===== config.mk =====
export PLATFORM = sky130hd
export DESIGN_NAME = conbus_traffic_master_flat
export DESIGN_NICKNAME = d
export VERILOG_FILES = /design/src/rtl/conbus_traffic_master_if.sv /design/src/rtl/conbus_traffic_master.sv /design/src/flat_wrapper.sv
export SDC_FILE = /design/constraint.sdc
export NUM_CORES = 1
export LEC_CHECK = 0
export ABC_AREA = 1
export BUFFER_PORTS_ARGS = -buffer_cell sky130_fd_sc_hd__buf_2
export CAP_MARGIN = 20
export CORE_ASPECT_RATIO = 1.1
export CORE_MARGIN = 1
export CORE_UTILIZATION = 40
export CTS_CLUSTER_DIAMETER = 40
export CTS_CLUSTER_SIZE = 16
export DETAILED_ROUTE_END_ITERATION = 8
export GPL_ROUTABILITY_DRIVEN = 0
export MAX_ROUTING_LAYER = met4
export SETUP_SLACK_MARGIN = 0.15
export SYNTH_ARGS = -nofsm -noshare
export SYNTH_HDL_FRONTEND = slang
export SYNTH_SLANG_ARGS = --single-unit

===== constraint.sdc =====
create_clock -name sys_clk_i -period 13.7 [get_ports sys_clk_i]
set_input_delay 0 -clock sys_clk_i [delete_from_list [all_inputs] [get_ports sys_clk_i]]
set_output_delay 0 -clock sys_clk_i [all_outputs]
set_load 0.02 [all_outputs]

===== src/rtl/conbus_traffic_master_if.sv =====
// Wishbone master-side bus bundle for the conbus traffic master.
// Signal names follow the master's point of view (_o driven by master, _i driven by slave).
interface conbus_traffic_master_if;
    logic [31:0] m_adr_o;
    logic [31:0] m_dat_o;
    logic [31:0] m_dat_i;
    logic [2:0]  m_cti_o;
    logic        m_we_o;
    logic [3:0]  m_sel_o;
    logic        m_cyc_o;
    logic        m_stb_o;
    logic        m_ack_i;

    modport master (
        output m_adr_o, m_dat_o, m_cti_o, m_we_o, m_sel_o, m_cyc_o, m_stb_o,
        input  m_dat_i, m_ack_i
    );

    modport slave (
        input  m_adr_o, m_dat_o, m_cti_o, m_we_o, m_sel_o, m_cyc_o, m_stb_o,
        output m_dat_i, m_ack_i
    );
endinterface


===== src/rtl/conbus_traffic_master.sv =====
// LFSR-driven Wishbone write/readback traffic master with data checking and timeouts.
// Define CONBUS_TM_BURST_EN for BURST_LEN-beat incrementing bursts; default is classic single beats.
module conbus_traffic_master #(
    parameter int          ID        = 0,
    parameter int          NSLAVES   = 5,
    parameter int          NTRANS    = 128,
    parameter int          PROB_BITS = 2,
    parameter int          BURST_LEN = 4,
    parameter int          TIMEOUT   = 255,
    parameter logic [31:0] SEED      = 32'h1
) (
    input  logic                           sys_clk_i,
    input  logic                           sys_rst_n_i,
    input  logic                           enable_i,
    conbus_traffic_master_if.master        wb,
    output logic                           done_o,
    output logic [15:0]                    trans_count_o,
    output logic [15:0]                    err_count_o,
    output logic                           timeout_o
);

`ifdef CONBUS_TM_BURST_EN
    localparam bit BURST_SEL = 1'b1;
`else
    localparam bit BURST_SEL = 1'b0;
`endif

    localparam int          NBEATS     = BURST_SEL ? BURST_LEN : 1;
    localparam logic [31:0] TAPS       = 32'h8020_0003;
    localparam logic [31:0] SEED_FIX   = (SEED == 32'd0) ? 32'd1 : SEED;
    localparam logic [28:0] ALIGN_MASK = ~(29'(NBEATS * 4) - 29'd1);
    localparam logic [31:0] PROB_MASK  = (PROB_BITS == 0) ? 32'd0
                                       : ((32'd1 << PROB_BITS) - 32'd1);
    localparam int          WW         = $clog2(TIMEOUT + 2);
    localparam logic [WW-1:0] WAIT_MAX = WW'(TIMEOUT);
    localparam logic [7:0]  LAST_K     = 8'(NBEATS - 1);
    localparam logic [7:0]  ID8        = 8'(ID);
    localparam logic [15:0] NTRANS_C   = 16'(NTRANS);

    typedef enum logic [2:0] {
        S_IDLE,
        S_WRITE,
        S_GAP,
        S_READ,
        S_DONE
    } state_t;

    state_t        state_q;
    logic [31:0]   lfsr_q;
    logic [31:0]   lfsr_d;
    logic [31:0]   base_q;
    logic [31:0]   base_d;
    logic [15:0]   pat_q;
    logic [7:0]    k_q;
    logic [7:0]    k_inc;
    logic [WW-1:0] wait_q;
    logic [31:0]   adr_q;
    logic [31:0]   dat_q;
    logic [2:0]    cti_q;
    logic          we_q;
    logic [3:0]    sel_q;
    logic          cyc_q;
    logic          done_q;
    logic [15:0]   trans_q;
    logic [15:0]   err_q;
    logic          timeout_q;

    logic [2:0]    slave_d;
    logic          issue;
    logic          ack;
    logic          spurious;
    logic          mismatch;
    logic          expire;
    logic          err_inc;
    logic          last_beat;

    function automatic logic [31:0] beat_data(input logic [15:0] pat, input logic [7:0] k);
        return {pat, ID8, k};
    endfunction

    function automatic logic [2:0] beat_cti(input logic [7:0] k);
        if (!BURST_SEL)
            return 3'b000;
        return (k == LAST_K) ? 3'b111 : 3'b010;
    endfunction

    always_comb begin
        lfsr_d    = lfsr_q[0] ? ((lfsr_q >> 1) ^ TAPS) : (lfsr_q >> 1);
        slave_d   = 3'(lfsr_q % 32'(NSLAVES));
        base_d    = {slave_d, lfsr_q[28:0] & ALIGN_MASK};
        issue     = enable_i && !done_q && ((lfsr_q & PROB_MASK) == 32'd0);
        ack       = wb.m_ack_i;
        k_inc     = k_q + 8'd1;
        last_beat = (k_q == LAST_K);
        spurious  = ack && !cyc_q;
        mismatch  = (state_q == S_READ) && cyc_q && ack
                    && (wb.m_dat_i != beat_data(pat_q, k_q));
        // Ack on the expiry cycle takes priority over the timeout.
        expire    = cyc_q && !ack && (wait_q == WAIT_MAX);
        err_inc   = spurious || mismatch || expire;
    end

    always_ff @(posedge sys_clk_i or negedge sys_rst_n_i) begin
        if (!sys_rst_n_i) begin
            state_q   <= S_IDLE;
            lfsr_q    <= SEED_FIX;
            base_q    <= 32'd0;
            pat_q     <= 16'd0;
            k_q       <= 8'd0;
            wait_q    <= '0;
            adr_q     <= 32'd0;
            dat_q     <= 32'd0;
            cti_q     <= 3'b000;
            we_q      <= 1'b0;
            sel_q     <= 4'h0;
            cyc_q     <= 1'b0;
            done_q    <= 1'b0;
            trans_q   <= 16'd0;
            err_q     <= 16'd0;
            timeout_q <= 1'b0;
        end else begin
            lfsr_q <= lfsr_d;

            if (err_inc && (err_q != 16'hffff))
                err_q <= err_q + 16'd1;

            case (state_q)
                S_IDLE: begin
                    if (issue) begin
                        base_q  <= base_d;
                        pat_q   <= lfsr_q[15:0];
                        k_q     <= 8'd0;
                        wait_q  <= '0;
                        adr_q   <= base_d;
                        dat_q   <= beat_data(lfsr_q[15:0], 8'd0);
                        cti_q   <= beat_cti(8'd0);
                        we_q    <= 1'b1;
                        sel_q   <= 4'hf;
                        cyc_q   <= 1'b1;
                        state_q <= S_WRITE;
                    end
                end

                S_WRITE, S_READ: begin
                    if (ack) begin
                        wait_q <= '0;
                        if (last_beat) begin
                            cyc_q <= 1'b0;
                            sel_q <= 4'h0;
                            we_q  <= 1'b0;
                            cti_q <= 3'b000;
                            k_q   <= 8'd0;
                            adr_q <= base_q;
                            dat_q <= beat_data(pat_q, 8'd0);
                            if (state_q == S_WRITE) begin
                                state_q <= S_GAP;
                            end else begin
                                if (trans_q != 16'hffff)
                                    trans_q <= trans_q + 16'd1;
                                if ((trans_q + 16'd1) >= NTRANS_C) begin
                                    state_q <= S_DONE;
                                    done_q  <= 1'b1;
                                end else begin
                                    state_q <= S_IDLE;
                                end
                            end
                        end else begin
                            k_q   <= k_inc;
                            adr_q <= base_q + {22'd0, k_inc, 2'b00};
                            dat_q <= beat_data(pat_q, k_inc);
                            cti_q <= beat_cti(k_inc);
                        end
                    end else if (expire) begin
                        cyc_q     <= 1'b0;
                        sel_q     <= 4'h0;
                        we_q      <= 1'b0;
                        cti_q     <= 3'b000;
                        k_q       <= 8'd0;
                        timeout_q <= 1'b1;
                        state_q   <= S_IDLE;
                    end else begin
                        wait_q <= wait_q + 1'b1;
                    end
                end

                // One idle bus cycle separates the write phase from the readback.
                S_GAP: begin
                    cyc_q   <= 1'b1;
                    sel_q   <= 4'hf;
                    we_q    <= 1'b0;
                    cti_q   <= beat_cti(8'd0);
                    k_q     <= 8'd0;
                    wait_q  <= '0;
                    state_q <= S_READ;
                end

                S_DONE: begin
                    state_q <= S_DONE;
                end

                default: begin
                    state_q <= S_IDLE;
                    cyc_q   <= 1'b0;
                    sel_q   <= 4'h0;
                    we_q    <= 1'b0;
                end
            endcase
        end
    end

    assign wb.m_adr_o    = adr_q;
    assign wb.m_dat_o    = dat_q;
    assign wb.m_cti_o    = cti_q;
    assign wb.m_we_o     = we_q;
    assign wb.m_sel_o    = sel_q;
    assign wb.m_cyc_o    = cyc_q;
    assign wb.m_stb_o    = cyc_q;
    assign done_o        = done_q;
    assign trans_count_o = trans_q;
    assign err_count_o   = err_q;
    assign timeout_o     = timeout_q;

endmodule

===== src/flat_wrapper.sv =====
// flat-port wrapper written by rule: the top's interface ports become plain ports
module conbus_traffic_master_flat 
#(
    parameter int          ID        = 0,
    parameter int          NSLAVES   = 5,
    parameter int          NTRANS    = 128,
    parameter int          PROB_BITS = 2,
    parameter int          BURST_LEN = 4,
    parameter int          TIMEOUT   = 255,
    parameter logic [31:0] SEED      = 32'h1
)
  (sys_clk_i, sys_rst_n_i, enable_i, done_o, trans_count_o, err_count_o, timeout_o, wb_m_adr_o, wb_m_dat_o, wb_m_cti_o, wb_m_we_o, wb_m_sel_o, wb_m_cyc_o, wb_m_stb_o, wb_m_dat_i, wb_m_ack_i);
  conbus_traffic_master_if wb_i ();
  input  logic sys_clk_i;
  input  logic sys_rst_n_i;
  input  logic enable_i;
  output logic done_o;
  output logic [15:0] trans_count_o;
  output logic [15:0] err_count_o;
  output logic timeout_o;
  output wire logic [$bits(wb_i.m_adr_o)-1:0] wb_m_adr_o;
  output wire logic [$bits(wb_i.m_dat_o)-1:0] wb_m_dat_o;
  output wire logic [$bits(wb_i.m_cti_o)-1:0] wb_m_cti_o;
  output wire logic [$bits(wb_i.m_we_o)-1:0] wb_m_we_o;
  output wire logic [$bits(wb_i.m_sel_o)-1:0] wb_m_sel_o;
  output wire logic [$bits(wb_i.m_cyc_o)-1:0] wb_m_cyc_o;
  output wire logic [$bits(wb_i.m_stb_o)-1:0] wb_m_stb_o;
  input wire logic [$bits(wb_i.m_dat_i)-1:0] wb_m_dat_i;
  input wire logic [$bits(wb_i.m_ack_i)-1:0] wb_m_ack_i;
  assign wb_m_adr_o = wb_i.m_adr_o;
  assign wb_m_dat_o = wb_i.m_dat_o;
  assign wb_m_cti_o = wb_i.m_cti_o;
  assign wb_m_we_o = wb_i.m_we_o;
  assign wb_m_sel_o = wb_i.m_sel_o;
  assign wb_m_cyc_o = wb_i.m_cyc_o;
  assign wb_m_stb_o = wb_i.m_stb_o;
  assign wb_i.m_dat_i = wb_m_dat_i;
  assign wb_i.m_ack_i = wb_m_ack_i;
  conbus_traffic_master #(.ID(ID), .NSLAVES(NSLAVES), .NTRANS(NTRANS), .PROB_BITS(PROB_BITS), .BURST_LEN(BURST_LEN), .TIMEOUT(TIMEOUT), .SEED(SEED)) u_core (.sys_clk_i(sys_clk_i), .sys_rst_n_i(sys_rst_n_i), .enable_i(enable_i), .wb(wb_i), .done_o(done_o), .trans_count_o(trans_count_o), .err_count_o(err_count_o), .timeout_o(timeout_o));
endmodule

==> summary.md <==
| Metric | Value |
|---|---|
| Switch Pwr | `0.669 mW` |
| Total die area | `0.0288 mm²` |
| End-of-flow core utilization | `0.464` |
| Via count | `10,000` |
| CTS tree | `done` |
| Most common cell after layout, fill and taps aside | `nand2_1` |
| Largest net degree at the start of global routing | `75` |
| CTS resizes | `0` |
| Post-CTS Setup Inserts | `0` |
| DR iter-0 viols | `533` |
| IO buf count | `130` |
| Worst Skew | `0.0145 ns` |
| Max incr delay on CP | `0.44 ns` |
| Setup WS post-layout | `1.99 ns` |
| Skew-Pair Late Insertion Delay | `0.44 ns` |
| Synthesis Warnings | `0` |
| H-tree Lvls | `4` |
| Dpl hpwl | `21,300 µm` |
| Worst-path clk slew | `0.07 ns` |
| Core footprint | `0.0277 mm²` |
| Syn avg cell area | `7.46 µm²` |
| Detail Route Antenna Nets | `0` |
| Final hold slack | `0.0451 ns` |
| Vias in the first global route | `9,268` |
| PD cells | `131 mW/mm²` |
| Slew @ Worst Pin | `0.879 ns` |
| Cell taking the most area after synthesis | `dfrtp_1` |
| DP Worst Slack | `2.07 ns` |
| Design Area, Final | `0.0129 mm²` |
| Status | `finished, violations left` |
| Yosys top cell area share | `0.385` |
| Net Sw Frac | `0.397` |
| Min-delay worst type | `input pin to flop` |
| Die height | `178 µm` |
| First-pass GRT wire length | `46,600 µm` |
| Share of layout cells above drive strength 1 | `0.212` |
| Internal power | `1.02 mW` |
| Slew Limit Fails | `0` |
| Die width | `162 µm` |
| Post-DP Area | `0.0122 mm²` |
| Maximum VDD drop | `113 µV` |
| Io pins | `144` |
| WP data arrival | `12.05 ns` |
| WL final | `28,500 µm` |
| RSZ-0062 raised after global routing | `no` |
| Slowest CP cell | `dfrtp_1` |
| Most used cell, CP | `nand2_2` |
| CP required | `14.04 ns` |
| Leak | `7.01 nW` |
| Mapped Area | `0.0112 mm²` |
| Setup Viol. Count Final | `0` |
| Setup crit start kind | `flop` |
| Sequential group share of total power | `0.375` |
| Crit Path Category | `flop to flop` |
| Placed cells | `1,979` |
| Comb pwr share | `0.308` |
| Failing checks | `design-rule violations` |
| Max transition margin | `0.413` |
| Post-synth EDFFs | `0` |
| Post-route insts no fill | `2,014` |
| Clock power frac | `0.317` |
| Final hold violations | `0` |
| Clk sinks | `174` |
| Ys flop type | `dfrtp_1` |
| Commonest cells after routing, fill and taps aside | `392 x nand2_1, 173 x dfrtp_1, 166 x inv_1, 151 x nand3_1, 129 x buf_2` |
| Antenna violations before repair | `1` |
| Area delta synth->final | `14.4%` |
| Avg WL per Cell | `14.1 µm` |
| Max Root-Sink Buffers | `2` |
| CTS buffer count | `17` |
| Worst Setup End Kind | `flop` |
| Fill cells | `2,819` |
| Fmax | `85.4 MHz` |
| Seq/Total Area, Yosys | `0.387` |
| Total Power | `1.69 mW` |
| Asr flop ratio synth | `1.00` |
| Peak fanout along the critical path | `6` |
| CTS root buffer | `clkbuf_16` |
| Final worst path period need | `11.71 ns` |
| Total of max-cap violations | `0` |
| All-layer global routing usage | `0.212` |
| Initial Utilization | `0.406` |
| Final setup TNS | `0 ns` |
| Register bit total from synthesis | `174` |
| Pre-Repair DR Iteration Count | `7` |
| Final net count | `1,695` |
| Cells after Synth | `1,507` |
| Area contributors post-synth | `dfrtp_1 39%, nand2_1 13%, nand3_1 6.7%` |
| Mean number of vias per cell | `4.99` |
| Drt drc | `1` |
| Final period util | `0.855` |
| Floorplan row count | `64` |
| Yosys cell types | `52` |
| GR Overflow Total | `0` |
-- kinds of logic (layout without fill, tap and decap cells) --
kind of cell / after synthesis / count (layout) / share of synthesized area
multiplexers: 2 / 2 / 0.00189
AND/OR/NAND/NOR: 822 / 822 / 0.352
other: 1 / 14 / 0.000334
AO/OA/AOI/OAI: 174 / 174 / 0.0876
buffers and inverters: 241 / 372 / 0.0903
XOR/XNOR: 71 / 71 / 0.0553
adder cells (fa/ha/maj): 22 / 22 / 0.0252
flip-flops: 174 / 174 / 0.387
-- synth_stat cells, types with 2 or more instances --
library cell,n
nand4_1,26
o211ai_1,20
clkbuf_8,2
nor3b_1,2
or2_2,11
o21ai_1,4
xor2_1,47
nand2_2,87
xnor2_1,24
dfrtp_1,173
nor3_1,23
ha_1,21
o31ai_1,2
a21oi_2,2
clkinv_1,3
nor2_2,3
inv_1,166
a31oi_1,5
a21oi_1,34
nor4_1,12
a22o_1,2
o21ai_0,90
inv_2,31
nand2_4,9
nand3b_1,6
buf_6,2
buf_4,19
nand3_1,151
o21bai_1,4
nand2_1,392
nand3_2,28
nor2_1,67
o22ai_1,5
clkbuf_1,16
-- metal layers --
layer	track usage	vias up	share of wire
met5	-	-	0
met2	0.339	186	0.47
met3	0.0297	31	0.037
met1	0.276	4715	0.48
met4	0.0676	0	0.017
li1	-	5117	-
-- path summary, 6_finish.rpt --
kind	from	to	slack, ns	depth (start not counted)
worst max-delay path	u_core.lfsr_q[30]	u_core.wb.m_adr_o[30]	1.99	129
worst min-delay path	enable_i	u_core.state_q[1]	0.05	5
worst max register to register	u_core.lfsr_q[30]	u_core.wb.m_adr_o[30]	1.99	129
worst min register to register	u_core.lfsr_q[16]	u_core.lfsr_q[15]	0.41	0
max in group asynchronous	sys_rst_n_i	u_core.state_q[2]	12.31	3
min in group asynchronous	sys_rst_n_i	u_core.trans_count_o[4]	0.16	2
-- worst max-delay path, delay by kind of cell (launching register included) --
family | cells | cell delay (ns)
xor+xnor | 1 | 0.18
buf+inv | 15 | 1.06
simple gates | 110 | 9.24
flops | 1 | 0.44
compound gates | 1 | 0.27
fa+ha+maj | 2 | 0.37
-- power groups by stage --
stage	registers, mW	logic [mW]	clock network [mW]
2_1_floorplan	0.693	0.305	0
3_3_place_gp	0.642	0.526	0
3_5_place_dp	0.642	0.527	0
4_1_cts	0.633	0.530	0.545
5_1_grt	0.642	0.581	0.566
6_report	0.633	0.520	0.535
-- state kept, by name (all words and copies together), names as in the netlist --
register	count
u_core.timeout_o	1
u_core.wb.m_sel_o	1
u_core.lfsr_q	32
u_core.state_q	3
u_core.wb.m_adr_o	30
u_core.wb.m_we_o	1
u_core.pat_q	15
u_core.wait_q	9
u_core.base_q	17
u_core.done_o	1
u_core.trans_count_o	16
u_core.err_count_o	16
u_core.k_q	8
u_core.wb.m_dat_o	24
-- repair_timing --
item | CTS | global route
setup endpoints to repair | 0 | 0
hold buffers | 2 | 0
endpoints found under the hold margin | 75 | 0
-- final cells by class --
type / count / area (µm²) / share of cell area
Clock inverter: 14 / 195 / 0.0152
Inverter: 201 / 757 / 0.0588
Sequential cell: 174 / 4360 / 0.338
Clock buffer: 18 / 439 / 0.0341
Timing Repair Buffer: 139 / 729 / 0.0567
Multi-Input combinational cell: 1104 / 5930 / 0.461
Tap cell: 363 / 454 / 0.0353
Antenna cell: 1 / 2.50 / 0.000194
No activity file was read; power rests on OpenSTA's default activity.
